`src/rtl/sync_to_oneof2_tx.sv`:
```
// Clocked-to-async transmitter: serialises valid/ready words LSB first as 1-of-2 PCHB tokens on R.
// Optional macro PARITY_TOKEN_EN appends an even-parity token after the W data tokens.
module sync_to_oneof2_tx #(
  parameter int W       = 8,
  parameter int TIMEOUT = 64
) (
  input  logic         clk,
  input  logic         reset,
  input  logic [W-1:0] in_data,
  input  logic         in_valid,
  output logic         in_ready,
  output logic [1:0]   R,
  input  logic         Re,
  output logic         busy,
  output logic         done,
  output logic         err,
  input  logic         err_clr
);

`ifdef PARITY_TOKEN_EN
  localparam int TOKENS = W + 1;
`else
  localparam int TOKENS = W;
`endif
  localparam int CW  = (TOKENS > 1) ? $clog2(TOKENS) : 1;
  localparam int WDW = (TIMEOUT > 1) ? $clog2(TIMEOUT) : 1;
  localparam logic [CW-1:0]  CNT_LAST = CW'(TOKENS - 1);
  localparam logic [WDW-1:0] WD_LAST  = WDW'((TIMEOUT > 0) ? TIMEOUT - 1 : 0);

  typedef enum logic [1:0] {IDLE, WAIT_EN, DATA} state_t;

  state_t              state_reg;
  logic [TOKENS-1:0]   shreg_reg;
  logic [CW-1:0]       cnt_reg;
  logic [WDW-1:0]      wd_reg;
  logic                re_meta_reg;
  logic                en_s_reg;
  logic [1:0]          r_reg;
  logic                done_reg;
  logic                err_reg;
  logic [TOKENS-1:0]   load_word;
  logic                progress;
  logic                wd_hit;

`ifdef PARITY_TOKEN_EN
  assign load_word = {^in_data, in_data};
`else
  assign load_word = in_data;
`endif

  // A state is "making progress" when its handshake condition fires this cycle;
  // the watchdog only trips when it does not.
  always_comb begin
    progress = 1'b0;
    wd_hit   = 1'b0;
    case (state_reg)
      WAIT_EN: progress = en_s_reg;
      DATA:    progress = ~en_s_reg;
      default: progress = 1'b0;
    endcase
    if ((TIMEOUT > 0) && (state_reg != IDLE) && !progress && (wd_reg == WD_LAST))
      wd_hit = 1'b1;
  end

  always_ff @(posedge clk) begin
    if (reset) begin
      state_reg   <= IDLE;
      shreg_reg   <= '0;
      cnt_reg     <= '0;
      wd_reg      <= '0;
      re_meta_reg <= 1'b0;
      en_s_reg    <= 1'b0;
      r_reg       <= 2'b00;
      done_reg    <= 1'b0;
      err_reg     <= 1'b0;
    end else begin
      re_meta_reg <= Re;
      en_s_reg    <= re_meta_reg;
      done_reg    <= 1'b0;
      if (err_clr)
        err_reg <= 1'b0;

      if (wd_hit) begin
        // Set wins over a simultaneous clear; the in-flight word is dropped.
        err_reg   <= 1'b1;
        r_reg     <= 2'b00;
        state_reg <= IDLE;
        wd_reg    <= '0;
      end else begin
        case (state_reg)
          IDLE: begin
            wd_reg <= '0;
            if (in_valid) begin
              shreg_reg <= load_word;
              cnt_reg   <= '0;
              state_reg <= WAIT_EN;
            end
          end
          WAIT_EN: begin
            if (en_s_reg) begin
              r_reg     <= shreg_reg[0] ? 2'b10 : 2'b01;
              state_reg <= DATA;
              wd_reg    <= '0;
            end else begin
              wd_reg <= wd_reg + 1'b1;
            end
          end
          DATA: begin
            if (!en_s_reg) begin
              r_reg     <= 2'b00;
              shreg_reg <= shreg_reg >> 1;
              cnt_reg   <= cnt_reg + 1'b1;
              wd_reg    <= '0;
              if (cnt_reg == CNT_LAST) begin
                state_reg <= IDLE;
                done_reg  <= 1'b1;
              end else begin
                state_reg <= WAIT_EN;
              end
            end else begin
              wd_reg <= wd_reg + 1'b1;
            end
          end
          default: state_reg <= IDLE;
        endcase
      end
    end
  end

  assign in_ready = (state_reg == IDLE) && !reset;
  assign busy     = (state_reg != IDLE);
  assign R        = r_reg;
  assign done     = done_reg;
  assign err      = err_reg;

endmodule

```
`config.mk`:
```
export PLATFORM = sky130hd
export DESIGN_NAME = sync_to_oneof2_tx
export DESIGN_NICKNAME = d
export VERILOG_FILES = /design/src/rtl/sync_to_oneof2_tx.sv
export SDC_FILE = /design/constraint.sdc
export NUM_CORES = 1
export LEC_CHECK = 0
export BUFFER_PORTS_ARGS = -buffer_cell sky130_fd_sc_hd__clkbuf_2
export CAP_MARGIN = 25
export CORE_MARGIN = 2
export CORE_UTILIZATION = 35
export DETAILED_ROUTE_END_ITERATION = 16
export SLEW_MARGIN = 20
export SYNTH_ARGS = -nofsm -noshare
export SYNTH_HDL_FRONTEND = slang
export SYNTH_SLANG_ARGS = --single-unit
```
`constraint.sdc`:
```
create_clock -name clk -period 4.1 [get_ports clk]
set_input_delay 0.82 -clock clk [delete_from_list [all_inputs] [get_ports clk]]
set_output_delay 0.82 -clock clk [all_outputs]
set_load 0.005 [all_outputs]
```
==> flow_metrics.tcl <==
set metrics [dict create \
    outcome "finished clean" \
    vias_per_cell 5.099 \
    critical_path.startpoint "state_reg[0]" \
    fin_skew_ps 14.29 \
    grt_pass1_vias 905 \
    min_from "re_meta_reg" \
    worst-endpoint-required_ps 4330 \
    share_seq_of_total_power 0.465 \
    clockBufferDepth 2 \
    clock_tree.root_cell "clkbuf_4" \
    clock.fmax_ghz 0.4429 \
    dp_slack_ps 1886 \
    routed_wire_length_per_instance_um 12.22 \
    power_density_nw_per_um2 493.9 \
    wirelength_um 2346 \
    post-route-drc-count 0 \
    worstPathCellList "inv_1 > ha_1 > o211a_1 > a21oi_1 > a311oi_1" \
    setup.worst_path.start_class "flip-flop" \
    synth_most_common_cell "dfxtp_1" \
    power.switching_fraction 0.3645 \
    post-route-cell-area_sq_um 1394 \
    drt.antenna.violating_nets 0 \
    synth.largest_area_cell "dfxtp_1" \
    num_antenna_cells 0 \
    stdcell_count 192 \
    clkSinkCount 25 \
    number_of_synthesized_flops_with_an_enable_pin 0 \
    ios 19 \
    dr.pass1.iters 4 \
    rsz0062_at_grt "no" \
    violation_count_after_the_first_detailed_route_iteration 32 \
    timing.final.crit_share 0.5507 \
    routabilityCongestion 0.8138 \
    syn_area_sq_um 1256 \
    clkPwrFrac 0.162 \
    maximum_number_of_pins_on_one_net_before_global_route_repair 20 \
    synth.cells.most_frequent "dfxtp_1, a21oi_1, mux2i_1" \
    start_to_end_type_of_the_worst_setup_path "flip-flop to flip-flop" \
    reg2reg_setup_slack_ps 1840 \
    grt_util_all_layers 0.1261 \
    coreArea_sq_um 3390 \
    synth-seq-area-share 0.3984 \
    antenna_violations_before_repair 0 \
    net_count_final 167 \
    synth.lib_cells_used.distinct 30 \
    internal-power_uw 437.5 \
    dp_hpwl_um 1720 \
    final.setup.worst_slack_ps 1842 \
    wire_length_of_the_first_global_routing_pass_um 4098 \
    global_route.overflow_total 0 \
    synth_top_area_share 0.3984 \
    setup_viol 0 \
    cts_repair_resize_count 0 \
    static-leakage-power_uw 0.0005405 \
    critical_path.max_fanout 18 \
    final_layout_size_suffix_gt1_frac 0.1781 \
    die-width_um 63.91 \
    clk-insertion-delay-late_ps 320 \
    total_number_of_placement_rows 21 \
    slew_margin_rel 0.4670 \
    placed_area_sq_um 1366 \
    synth_ff_type "dfxtp_1" \
    via_count 979 \
    critPathArrivalTime_ps 2480 \
    max-cap-violations 0 \
    largest_register_ff_count 8 \
    total_power_uw 688.4 \
    cp-end-kind "flip-flop" \
    pwr-share-comb 0.373 \
    cts_tree "done" \
    synth.avg_cell_area_sq_um 9.663 \
    yosysWarningCount 0 \
    post-route-min-period_ps 2258 \
    chipHeight_um 63.91 \
    cts_made_buffers 3 \
    fin_tns_setup_ps 0 \
    nFillCells 343 \
    hold_viol_final 0 \
    ranking_of_synthesized_cells_by_area "dfxtp_1, mux2i_1, ha_1, a21oi_1, a311oi_1" \
    clkTransAtPathRegs_ps 150 \
    place_inst 188 \
    syn2layout_area_growth_pct 10.96 \
    synth-async-reset-ratio 0 \
    netSwitchingPower_uw 251.0 \
    synthCells 130 \
    cp_slowest_cell "ha_1" \
    critical_path.max_stage_delay_ps 680 \
    ys_seq_elements 25 \
    holdCritPathClass "flip-flop to flip-flop" \
    buffer_ports.inserted 18 \
    cts_hold_buffers 0 \
    timing.final.max_slew_violations 0 \
    regToRegStartpoint "state_reg[0]" \
    postcts_setup_bufs 0 \
    worstMarginPinSlew_ps 799.5 \
    cts-htree-levels 1 \
    synth_nets 150 \
    initial_core_util 0.3706 \
    vdd.ir_drop.worst_mv 0.2901 \
    dieArea_sq_um 4084 \
]
## final cells by class
cell class | count | area [sq um] | share of cell area
Clock buffer | 3 | 22.52 | 0.01616
Tap cell | 46 | 57.56 | 0.04129
Sequential cell | 25 | 500.5 | 0.3591
Clock inverter | 1 | 5.005 | 0.003591
Timing Repair Buffer | 18 | 90.09 | 0.06463
Inverter | 4 | 15.01 | 0.01077
Multi-Input combinational cell | 95 | 703.2 | 0.5045
## logic make-up after synthesis
logic type | synth area share
mux | 0.09163
buf+inv | 0.04182
compound gates | 0.1863
xor+xnor | 0.02789
simple gates | 0.1842
fa+ha+maj | 0.06972
flops | 0.3984
## worst max-delay path, delay by kind of cell (launching register included)
kind / cells / cell delay [ps]
adder cells (fa/ha/maj): 1 / 680
buffers and inverters: 1 / 100
flip-flops: 1 / 370
AO/OA/AOI/OAI: 3 / 1000
## power groups by stage
stage,clock (uW),combinational (uW),sequential (uW)
2_1_floorplan,0,218,319
3_3_place_gp,0,250,325
3_5_place_dp,0,257,326
4_1_cts,114,259,320
5_1_grt,126,294,327
6_report,112,257,320
## layer usage
layer,global-route usage,part of all wire
met5,0,0
met1,0.1629,0.49
met4,0.05707,0.018
met2,0.2083,0.46
met3,0.01585,0.027
## per-stage QoR
stage	utilization	hold slack [ps]
detailed placement	0.4031	448.6
floorplan	-	413.8
CTS	0.4112	467.8
global placement	0.4031	447.5
global route	0.4112	478.2
finish	0.4112	466.3
## placed cells by master (no fill, tap or decap), drive strengths merged
| cell | count |
|---|---|
| a21oi | 17 |
| a311oi | 7 |
| a41o | 1 |
| and3 | 1 |
| and3b | 1 |
| clkbuf | 21 |
| clkinv | 1 |
| dfxtp | 25 |
| ha | 7 |
| inv | 4 |
| mux2 | 1 |
| mux2i | 10 |
| nand2 | 6 |
| nand2b | 4 |
| nand3 | 1 |
| nand3b | 2 |
| nand4 | 3 |
| nand4b | 4 |
| nor2 | 9 |
| nor2b | 5 |
| nor3 | 3 |
| o211a | 1 |
| o211ai | 1 |
| o21ai | 6 |
| o21bai | 1 |
| xnor2 | 2 |
| xor2 | 2 |
## path summary, 6_finish.rpt
check / endpoint / cells past startpoint
worst min register to register: en_s_reg / 1
worst max register to register: shreg_reg[5] / 5
worst min-delay path: en_s_reg / 1
worst max-delay path: shreg_reg[5] / 5
No activity file was read; power rests on OpenSTA's default activity.
